### src/rtl/half_nn_pkg.sv
// Shared types for the half-precision layer datapath: word width, word type
// and the feeder state encoding.
package half_nn_pkg;

  localparam int unsigned HALF_BITS = 16;

  typedef logic [HALF_BITS-1:0] half_t;

  typedef enum logic [1:0] {
    IDLE  = 2'd0,
    ISSUE = 2'd1,
    WAIT  = 2'd2,
    DONE  = 2'd3
  } feeder_state_t;

endpackage

### src/rtl/half_vector_buffer.sv
// Input-vector store: one write port, MULTS registered read ports.
// Deliberately has no reset so its contents outlive a feeder reset.
module half_vector_buffer #(
  parameter int unsigned BITS   = 16,
  parameter int unsigned LENGTH = 10,
  parameter int unsigned MULTS  = 2,
  parameter int unsigned AW     = 4
) (
  input  logic                  clk,
  input  logic                  i_wr_en,
  input  logic [AW-1:0]         i_wr_addr,
  input  logic [BITS-1:0]       i_wr_data,
  input  logic [MULTS*AW-1:0]   i_rd_addr,
  output logic [MULTS*BITS-1:0] o_rd_data
);

  localparam logic [AW-1:0] LAST_ADDR = AW'(LENGTH - 1);

  logic [BITS-1:0]       r_mem [LENGTH];
  logic [MULTS*BITS-1:0] r_rd_data;

  always_ff @(posedge clk) begin
    if (i_wr_en && (i_wr_addr <= LAST_ADDR)) begin
      r_mem[i_wr_addr] <= i_wr_data;
    end
    for (int unsigned g = 0; g < MULTS; g++) begin
      r_rd_data[g*BITS +: BITS] <= r_mem[i_rd_addr[g*AW +: AW]];
    end
  end

  assign o_rd_data = r_rd_data;

endmodule

### src/rtl/half_layer_feeder.sv
// Streams input-vector and weight beats to a dot-product stage, one neuron per
// burst, waiting for the downstream result before moving to the next neuron.
module half_layer_feeder
  import half_nn_pkg::*;
#(
  parameter int unsigned BITS    = HALF_BITS,
  parameter int unsigned LENGTH  = 10,
  parameter int unsigned MULTS   = 2,
  parameter int unsigned NEURONS = 4,
  localparam int unsigned AW  = (LENGTH > 1) ? $clog2(LENGTH) : 1,
  localparam int unsigned WAW = (NEURONS * LENGTH > 1) ? $clog2(NEURONS * LENGTH) : 1,
  localparam int unsigned NW  = (NEURONS > 1) ? $clog2(NEURONS) : 1
) (
  input  logic                  clk,
  input  logic                  rstn,
  input  logic                  load_valid,
  input  logic [AW-1:0]         load_addr,
  input  logic [BITS-1:0]       load_data,
  input  logic                  start,
  output logic                  w_rd_en,
  output logic [WAW-1:0]        w_addr,
  input  logic [BITS*MULTS-1:0] w_data,
  output logic                  out_valid,
  output logic [BITS*MULTS-1:0] vector_a,
  output logic [BITS*MULTS-1:0] vector_b,
  output logic [NW-1:0]         neuron_idx,
  input  logic                  result_valid,
  output logic                  busy,
  output logic                  done
);

  localparam int unsigned BEATS = LENGTH / MULTS;
  localparam int unsigned BW    = (BEATS > 1) ? $clog2(BEATS) : 1;

  localparam logic [BW-1:0]  LAST_BEAT   = BW'(BEATS - 1);
  localparam logic [NW-1:0]  LAST_NEURON = NW'(NEURONS - 1);
  localparam logic [AW-1:0]  ELEM_STEP   = AW'(MULTS);
  localparam logic [WAW-1:0] ADDR_STEP   = WAW'(MULTS);
  localparam logic [WAW-1:0] ADDR_LEN    = WAW'(LENGTH);

  feeder_state_t  r_state;
  logic [BW-1:0]  r_beat;
  logic [NW-1:0]  r_neuron;
  logic [AW-1:0]  r_elem;
  logic [WAW-1:0] r_base;
  logic [WAW-1:0] r_addr;
  logic           r_rd_en;
  logic           r_out_valid;
  logic [NW-1:0]  r_neuron_idx;
  logic           r_busy;
  logic           r_done;

  logic                  w_wr_en;
  logic [MULTS*AW-1:0]   w_rd_addr;
  logic [BITS*MULTS-1:0] w_rd_data;

  assign w_wr_en = load_valid && (r_state == IDLE);

  // Buffer read is issued alongside the weight read so both land on the same cycle.
  always_comb begin
    w_rd_addr = '0;
    for (int unsigned g = 0; g < MULTS; g++) begin
      w_rd_addr[g*AW +: AW] = r_elem + AW'(g);
    end
  end

  half_vector_buffer #(
    .BITS   (BITS),
    .LENGTH (LENGTH),
    .MULTS  (MULTS),
    .AW     (AW)
  ) u_buffer (
    .clk       (clk),
    .i_wr_en   (w_wr_en),
    .i_wr_addr (load_addr),
    .i_wr_data (load_data),
    .i_rd_addr (w_rd_addr),
    .o_rd_data (w_rd_data)
  );

  always_ff @(posedge clk) begin
    if (!rstn) begin
      r_state      <= IDLE;
      r_beat       <= '0;
      r_neuron     <= '0;
      r_elem       <= '0;
      r_base       <= '0;
      r_addr       <= '0;
      r_rd_en      <= 1'b0;
      r_out_valid  <= 1'b0;
      r_neuron_idx <= '0;
      r_busy       <= 1'b0;
      r_done       <= 1'b0;
    end else begin
      r_out_valid <= r_rd_en;
      r_done      <= 1'b0;
      if (r_rd_en) begin
        r_neuron_idx <= r_neuron;
      end
      case (r_state)
        IDLE: begin
          if (start) begin
            r_state  <= ISSUE;
            r_neuron <= '0;
            r_beat   <= '0;
            r_elem   <= '0;
            r_base   <= '0;
            r_addr   <= '0;
            r_rd_en  <= 1'b1;
            r_busy   <= 1'b1;
          end
        end
        ISSUE: begin
          if (r_beat == LAST_BEAT) begin
            r_state <= WAIT;
            r_rd_en <= 1'b0;
            r_beat  <= '0;
            r_elem  <= '0;
          end else begin
            r_beat <= r_beat + 1'b1;
            r_elem <= r_elem + ELEM_STEP;
            r_addr <= r_addr + ADDR_STEP;
          end
        end
        WAIT: begin
          if (result_valid) begin
            if (r_neuron == LAST_NEURON) begin
              r_state <= DONE;
              r_done  <= 1'b1;
            end else begin
              r_state  <= ISSUE;
              r_neuron <= r_neuron + 1'b1;
              r_beat   <= '0;
              r_elem   <= '0;
              r_base   <= r_base + ADDR_LEN;
              r_addr   <= r_base + ADDR_LEN;
              r_rd_en  <= 1'b1;
            end
          end
        end
        DONE: begin
          r_state <= IDLE;
          r_busy  <= 1'b0;
        end
        default: r_state <= IDLE;
      endcase
    end
  end

  assign w_rd_en    = r_rd_en;
  assign w_addr     = r_addr;
  assign out_valid  = r_out_valid;
  assign vector_a   = r_out_valid ? w_rd_data : '0;
  assign vector_b   = r_out_valid ? w_data : '0;
  assign neuron_idx = r_neuron_idx;
  assign busy       = r_busy;
  assign done       = r_done;

endmodule

### config.mk
export PLATFORM = sky130hd
export DESIGN_NAME = half_layer_feeder
export DESIGN_NICKNAME = d
export VERILOG_FILES = /design/src/rtl/half_nn_pkg.sv /design/src/rtl/half_vector_buffer.sv /design/src/rtl/half_layer_feeder.sv
export SDC_FILE = /design/constraint.sdc
export NUM_CORES = 1
export LEC_CHECK = 0
export ABC_AREA = 1
export CAP_MARGIN = 10
export CORE_UTILIZATION = 54
export CTS_CLUSTER_SIZE = 14
export DETAILED_ROUTE_END_ITERATION = 16
export PLACE_DENSITY = 0.89
export SLEW_MARGIN = 0
export SYNTH_ARGS = -nofsm -noshare
export SYNTH_HDL_FRONTEND = slang
export SYNTH_SLANG_ARGS = --single-unit
### constraint.sdc
create_clock -name clk -period 3 [get_ports clk]
set_input_delay 0.6 -clock clk [delete_from_list [all_inputs] [get_ports clk]]
set_output_delay 0.6 -clock clk [all_outputs]
set_load 0.01 [all_outputs]
# Yosys cells after proc, flatten, opt, wreduce, memory -nomap -nowiden
# Memories as Yosys holds them, arrays and structs flattened. A register that Yosys moved wholly into a read port is not among the register bits.
# Cells that the tools add are included.
[totals] output_inout_bits=76 ram_bits=160 ff_bits=29 elab_cells=78 n_memories=1
[mem_list] memory="u_buffer.r_mem" words=10 word_bits=16 rd=2 rd_ports_with_merged_regs=2 write_ports=1 line="half_vector_buffer.sv:19" text="logic [BITS-1:0] r_mem [LENGTH];"
[classes] n_mux=36 eq_ne=10 add_sub_neg=6 reduce_logical=13 order_cmp=1
[ops] cell="two-way mux 32 bit" count=2
[ops] cell="two-way mux 6 bit" count=4
[ops] cell="case mux 6 bit (3 select lines)" count=1
[ops] cell="two-way mux 4 bit" count=4
[ops] cell="two-way mux 2 bit" count=7
[ops] cell="two-way mux 3 bit" count=4
[ops] cell="case mux 4 bit (3 select lines)" count=1
[ops] cell="case mux 6 bit (2 select lines)" count=1
[ops] cell="!= test 2 bit, second input constant" count=5
[ops] cell="AND reduction 5 bit" count=2
[ops] cell="case mux 3 bit (3 select lines)" count=1
[ops] cell="case mux 2 bit (4 select lines)" count=1
[ops] cell="AND reduction 4 bit" count=2
[ops] cell="two-way mux 1 bit" count=7
[ops] cell="adder 6 x 2 -> 6 bit, second input constant" count=1
[ops] cell="adder 6 x 4 -> 6 bit, second input constant" count=1
[ops] cell="equality test 2 bit, second input constant" count=3
[ops] cell="AND reduction 3 bit" count=2
[ops] cell="adder 4 x 1 -> 4 bit, second input constant" count=1
[ops] cell="adder 4 x 2 -> 4 bit, second input constant" count=1
[ops] cell="less-or-equal comparator 4 bit, second input constant" count=1
[ops] cell="case mux 2 bit (2 select lines)" count=1
[ops] cell="nonzero test 2 bit" count=2
[ops] cell="adder 3 x 1 -> 3 bit, second input constant" count=1
[ops] cell="other kinds (9)" count=10

# Depth between registers and ports, before layout
# Gate-level depths: netlist of run 1.
[logic_depth] word_depth=5 mapped_depth=10 ltp_nobuf=10

# Modules after synthesis
# A second synthesis of run 1 with hierarchy kept.
[unflattened] cells_unflattened=1331 area_unflattened_um2=10973.0
[modules_own_cells] mod="half_vector_buffer" n_inst=1 cells_per_inst=1006 area_per_inst_um2=9078.7
[modules_own_cells] mod="half_layer_feeder" n_inst=1 cells_per_inst=325 area_per_inst_um2=1894.3

# Worst setup path after synthesis of run 1
# OpenSTA, ideal clock, no wires.
[synth_path] path_type="reg-to-reg" from="reg r_state[0]" to="mem u_buffer.r_mem[3][0], enable pin" path_stages_with_launch=7 n_path_buf=0 t_arrival_ns=2.057 slack_ns=0.533 cell_sequence="dfxtp_1 -> inv_1 -> ha_1 -> nand2_1 -> inv_1 -> nand3_1 -> nor3_1"
[synth_between] elab_chain_cells=5
[synth_lines] element="start: declaration" line="half_layer_feeder.sv:41" text="feeder_state_t r_state;"
[synth_lines] element="start signal: assignment" line="half_layer_feeder.sv:83" text="r_state <= IDLE;"
[synth_lines] element="start signal: assignment" line="half_layer_feeder.sv:103" text="r_state <= ISSUE;"
[synth_lines] element="start signal: assignment" line="half_layer_feeder.sv:115" text="r_state <= WAIT;"
[synth_lines] element="zero test 2 bit" line="half_layer_feeder.sv:57" text="assign w_wr_en = load_valid && (r_state == IDLE);"
[synth_lines] element="logical AND 1 bit" line="half_layer_feeder.sv:57"
[synth_lines] element="logical AND 1 bit" line="half_vector_buffer.sv:23" text="if (i_wr_en && (i_wr_addr <= LAST_ADDR)) begin"
[synth_lines] element="two-way mux 1 bit" line="half_vector_buffer.sv:23"
[synth_lines] element="two-way mux 1 bit (implied by the code)" line="half_vector_buffer.sv:24" text="r_mem[i_wr_addr] <= i_wr_data;"
[synth_lines] element="end: declaration" line="half_vector_buffer.sv:19"
# Every way passes these cells.

# Worst setup path in the final report of run 1
[layout_path] from="reg r_out_valid, in the netlist out_valid" to="out vector_a[11]"
[layout_between] elab_chain_cells=1
[layout_lines] element="start: declaration" line="half_layer_feeder.sv:48" text="logic r_out_valid;"
[layout_lines] element="start signal: assignment" line="half_layer_feeder.sv:95" text="r_out_valid <= r_rd_en;"
[layout_lines] element="two-way mux 32 bit" line="half_layer_feeder.sv:153" text="assign vector_a = r_out_valid ? w_rd_data : '0;"
[layout_lines] element="end: declaration" line="half_layer_feeder.sv:24" text="output logic [BITS*MULTS-1:0] vector_a,"
# Every way passes these cells.

==> metrics.yaml, run 1 <==
yosysWarnings: 0
cts-htree-levels: 1
route.final.wire_length_um: 20000
synth_fp_nets: 900
path_max_fanout: 16
grt_pass1_vias: 6148
crit_family: "buffers and inverters"
syn-cell-area_um2: 8760
yosys.area.top_type: "edfxtp_1"
die_area_um2: 16700
worstPathCellList: "buf_4, nand2_1, inv_1, clkdlybuf4s50_1"
antenna_found_initial: 0
final_util_pct: 69.0
fp.dieH_um: 129
vias: 6362
grt_overflow: 0
routabilityCongestion: 0.796
max_stage_delay_ns: 0.53
nNetsFinal: 1034
num_rows: 46
antennaDiodeCount: 0
tightest_slew_ns: 0.987
p_leak_nw: 4.44
drv_slew: 0
dr.pass1.iters: 7
crit_path_start_kind: "flip-flop"
die_w_um: 129
insertion_delay_ns: 0.50
antenna_left: 0
finClkSkew_ns: 0.0204
fmax_mhz: 389
holdBufCountCts: 0
post_cts_buffers: 0
clock_sinks: 219
grt_busiest_layer: "met2"
port_buffers: 132
cp.arrival_ns: 1.97
drt-initial-drc-count: 608
synth_commonest_cells: "181 x nor2_1, 160 x edfxtp_1, 122 x nand2_1"
whs_ns: 0.460
cts_tree: "built"
status: "finished, final reports clean"
syn-instance-count: 832
synth_flop_cell: "edfxtp_1"
synth_seq_cells: 219
synth_top_area_share_pct: 54.8
numCtsBuffers: 21
dp.cells: 1159
setup_violations: 0
syn_avg_cell_area_um2: 10.5
crit_type: "flip-flop to output port"
core_um2: 15900
seq_area_frac_synth_pct: 68.3
tns_ns: 0
synth_edf_count: 160
wire_per_inst_um: 16.7
crit_required_ns: 2.40
clkTransAtPathRegs_ns: 0.06
viasPerCell: 5.31
dp_hpwl_um: 11900
period_share_pct: 85.7
maxCapViolations: 0
num-fill-cells: 1069
io_pins: 133
yosysMostFrequentCell: "nor2_1"
grt_util_all_layers_pct: 24.0
relSlewSlack_pct: 34.1
clock_path_buffers: 3
use_met2_pct: 42.9
gr-usage-met1_pct: 28.3
hold_viol_final: 0
endpoint_kind: "output port"
grt_pass1_wl_um: 30200
crit_buf_inv: 3
fin_cells: 1197
slowest_stage: "clkdlybuf4s50_1"
hp-class: "flip-flop to flip-flop"
grt_max_degree: 67
synthArstFlopShare_pct: 0
ctsResizeCount: 0
cts_root_buf: "clkbuf_16"
syn_to_final_growth_pct: 25.2
ir_drop_v: 0.000474
synthTopCellsByArea: "edfxtp_1 55%, dfxtp_1 13%, nor2_1 7.8%"
drive_gt1_share_pct: 7.44
post-route-min-period_ns: 2.57
drc: 0
p_per_area_nw_per_um2: 778
ys_types: 33
use_met3_pct: 3.55
grt_setup_unrepaired: "no"
start_util_pct: 55.1
tightest hold or removal path, delay by kind of cell, from the launching register on:
kind | cells | cell delay, ns
and+or+nand+nor | 2 | 0.10
DFF | 1 | 0.32
metrics by stage:
stage          power, mW  setup slack, ns  cell area [µm²]
6_report            8.53            0.428            11000
5_1_grt             8.94            0.328            11000
4_1_cts             8.55            0.428            11000
3_5_place_dp        6.02            0.665            10300
3_3_place_gp        5.93            0.669            10300
2_1_floorplan       5.23            0.533             8760
cells in the final DEF, fill, tap and decap left out, drive strengths merged, types with 11 or more instances in the layout:
| master | instances |
|---|---|
| inv | 99 |
| edfxtp | 160 |
| buf | 18 |
| nor2 | 187 |
| clkbuf | 29 |
| a31oi | 32 |
| o21ai | 70 |
| clkdlybuf4s50 | 132 |
| nand3 | 15 |
| nand2 | 126 |
| dfxtp | 59 |
| ha | 11 |
| a21oi | 21 |
final timing paths:
| path | start | to | slack, ns | cells after the start |
|---|---|---|---|---|
| max | out_valid | vector_a[11] | 0.43 | 4 |
| min | w_addr[0] | w_addr[0] | 0.46 | 2 |
| min reg2reg | w_addr[0] | w_addr[0] | 0.46 | 2 |
| max reg2reg | r_state[0] | w_addr[5] | 0.96 | 9 |
cell families after synthesis:
logic type / after synthesis / share of synthesized area (%)
AOI/OAI and AO/OA: 125 / 7.73
xor gates and xnor gates: 1 / 0.100
adders and majority gates: 11 / 1.57
buffers and inverters: 137 / 6.53
DFF: 219 / 68.3
and+or+nand+nor: 339 / 15.7
sequential cells by signal, indices dropped and copies added (netlist names):
register            count
busy                    1
done                    1
neuron_idx              2
out_valid               1
r_base                  5
r_beat                  3
r_elem                  3
r_neuron                2
r_state                 2
u_buffer.o_rd_data     32
u_buffer.r_mem        160
w_addr                  6
w_rd_en                 1
routing by layer:
metal	vias up	wire length, µm	part of all wire [%]
li1	3012	-	-
met4	0	707	3.5
met2	319	10200	51
met3	60	1510	7.6
met5	-	0	0
met1	2971	7590	38
power by group:
group	switching, mW	internal (mW)
clock	1.07	1.45
sequential	0.169	3.61
combinational	1.38	0.849
total	2.62	5.91
layout make-up:
type | count | area [µm²] | share of cell area, %
Clock buffer | 29 | 586 | 5.34
Inverter | 98 | 370 | 3.38
Tap cell | 216 | 270 | 2.46
Clock inverter | 9 | 70.1 | 0.639
Timing Repair Buffer | 150 | 1470 | 13.4
Sequential cell | 219 | 5990 | 54.6
Multi-Input combinational cell | 476 | 2210 | 20.2
No activity file was read; power rests on OpenSTA's default activity.
==> run 2: changes to the inputs <==
--- a/config.mk
+++ b/config.mk
@@ -6,7 +6,7 @@
 export NUM_CORES = 1
 export LEC_CHECK = 0
 export ABC_AREA = 1
-export CAP_MARGIN = 10
+export CAP_MARGIN = 20
 export CORE_UTILIZATION = 54
 export CTS_CLUSTER_SIZE = 14
 export DETAILED_ROUTE_END_ITERATION = 16
==> results of run 2 <==
Final layout, timing and power as in run 1 (identical DEF).
==> run 3: changes to the inputs <==
==> constraint.sdc (replaced) <==
create_clock -name clk -period 3 [get_ports clk]
set_input_delay 0.6 -clock clk [delete_from_list [all_inputs] [get_ports clk]]
set_output_delay 0.6 -clock clk [all_outputs]
set_load 0.005 [all_outputs]
==> metrics.yaml, run 3 (synthesis results as in run 1) <==
status: "finished, final reports clean"
fmax_mhz: 371
clock_path_buffers: 3
io_pins: 133
hold_viol_final: 0
post_cts_buffers: 0
grt_util_all_layers_pct: 23.3
relSlewSlack_pct: 33.3
multi_input_comb_area_um2: 2210
antennaDiodeCount: 0
hold_depth: 2
port_buffers: 132
fp.dieH_um: 129
cts_tree: "built"
num-fill-cells: 1088
num_rows: 46
finClkSkew_ns: 0.0126
r2r-start: "r_state[0]"
tns_ns: 0
viasPerCell: 5.30
ctsResizeCount: 0
drv_slew: 0
p_per_area_nw_per_um2: 764
start_util_pct: 55.1
worstHoldStart: "w_addr[0]"
maxCapViolations: 0
drt-initial-drc-count: 622
drc: 0
grt_setup_unrepaired: "no"
seq_area_um2: 5990
route.final.wire_length_um: 19600
setup_ws_ns: 0.305
antenna_found_initial: 0
insertion_delay_ns: 0.50
syn_to_final_growth_pct: 24.9
reg2regPathDepth: 9
wl_met1_um: 7560
die_w_um: 129
wl_met3_um: 1740
holdBufCountCts: 0
grt_max_degree: 67
fin_cells: 1197
place_ws_ns: 0.678
antenna_left: 0
rr_endpoint: "w_addr[5]"
layout_commonest_cell: "nor2_1"
mostFrequentLayoutCells: "181 x nor2_1, 160 x edfxtp_1, 132 x clkdlybuf4s50_1, 122 x nand2_1, 93 x inv_1"
routabilityCongestion: 0.796
crit_type: "flip-flop to output port"
wl_met2_um: 9920
p_total_mw: 8.36
top_layer_used: "met4"
clock_sinks: 219
crit_required_ns: 2.40
largest_register_ffs: 160
ir_drop_v: 0.000578
path_max_fanout: 16
grt_overflow: 0
dpl-instance-area_um2: 10300
numCtsBuffers: 21
period_share_pct: 89.8
clkTransAtPathRegs_ns: 0.06
whs_ns: 0.455
stdcell_area_um2: 10900
cts_root_buf: "clkbuf_16"
core_um2: 15900
regMostFlops: "u_buffer.r_mem"
tightest_slew_ns: 0.999
cp.arrival_ns: 2.09
dr.pass1.iters: 6
crit_path_start_kind: "flip-flop"
hp-class: "flip-flop to flip-flop"
setup_violations: 0
drive_gt1_share_pct: 7.24
grt_pass1_wl_um: 29400
wire_per_inst_um: 16.4
die_area_um2: 16700
r2r_slack_ns: 0.98
final_util_pct: 68.9
grt_pass1_vias: 5906
vias: 6346
dp.cells: 1160
endpoint_kind: "output port"
dp_hpwl_um: 11900
p_leak_nw: 4.43
nNetsFinal: 1035
post-route-min-period_ns: 2.69
cts-htree-levels: 1
min_to: "w_addr[0]"
-- run 3: cell types whose count changed in the layout (fill, tap and decap cells not counted), sizes merged --
cell,before,now
buf,18,19
clkbuf,29,28
clkinv,7,6
inv,99,100
-- run 3: worst max-delay path by stage --
stage               cells after the start              endpoint        from  slack (ns)
floorplan                               6  u_buffer.r_mem[3][0]  r_state[0]        0.53
global placement                        4          vector_b[24]  w_data[24]        0.71
detailed placement                      4          vector_b[24]  w_data[24]        0.68
CTS                                     4          vector_a[25]   out_valid        0.28
global route                            4          vector_a[25]   out_valid        0.21
finish                                  4          vector_a[25]   out_valid        0.31
-- run 3: final cells by class --
class	instances	area share (%)
sequential	219	54.7
inverter	98	3.38
multi-input combinational	476	20.2
clock inverter	9	0.675
clock buffer	28	5.04
timing repair buffer	151	13.5
tap	216	2.47
-- run 3: worst max-delay path, cell delays in order, from the launching register on --
cell	delay (ns)
dfxtp_2	0.64
buf_4	0.30
nand2_1	0.07
inv_1	0.08
clkdlybuf4s50_1	0.52
-- run 3: metal layers --
layer / global-route usage [%] / vias up
met5: 0 / -
met4: 8.10 / 0
met3: 4.34 / 37
met2: 41.1 / 330
met1: 28.6 / 2967
li1: - / 3012
-- run 3: power by group --
group	switching, mW	internal, mW	total, mW
clock	1.05	1.38	2.43
combinational	1.29	0.847	2.14
sequential	0.179	3.61	3.79
total	2.52	5.84	8.36
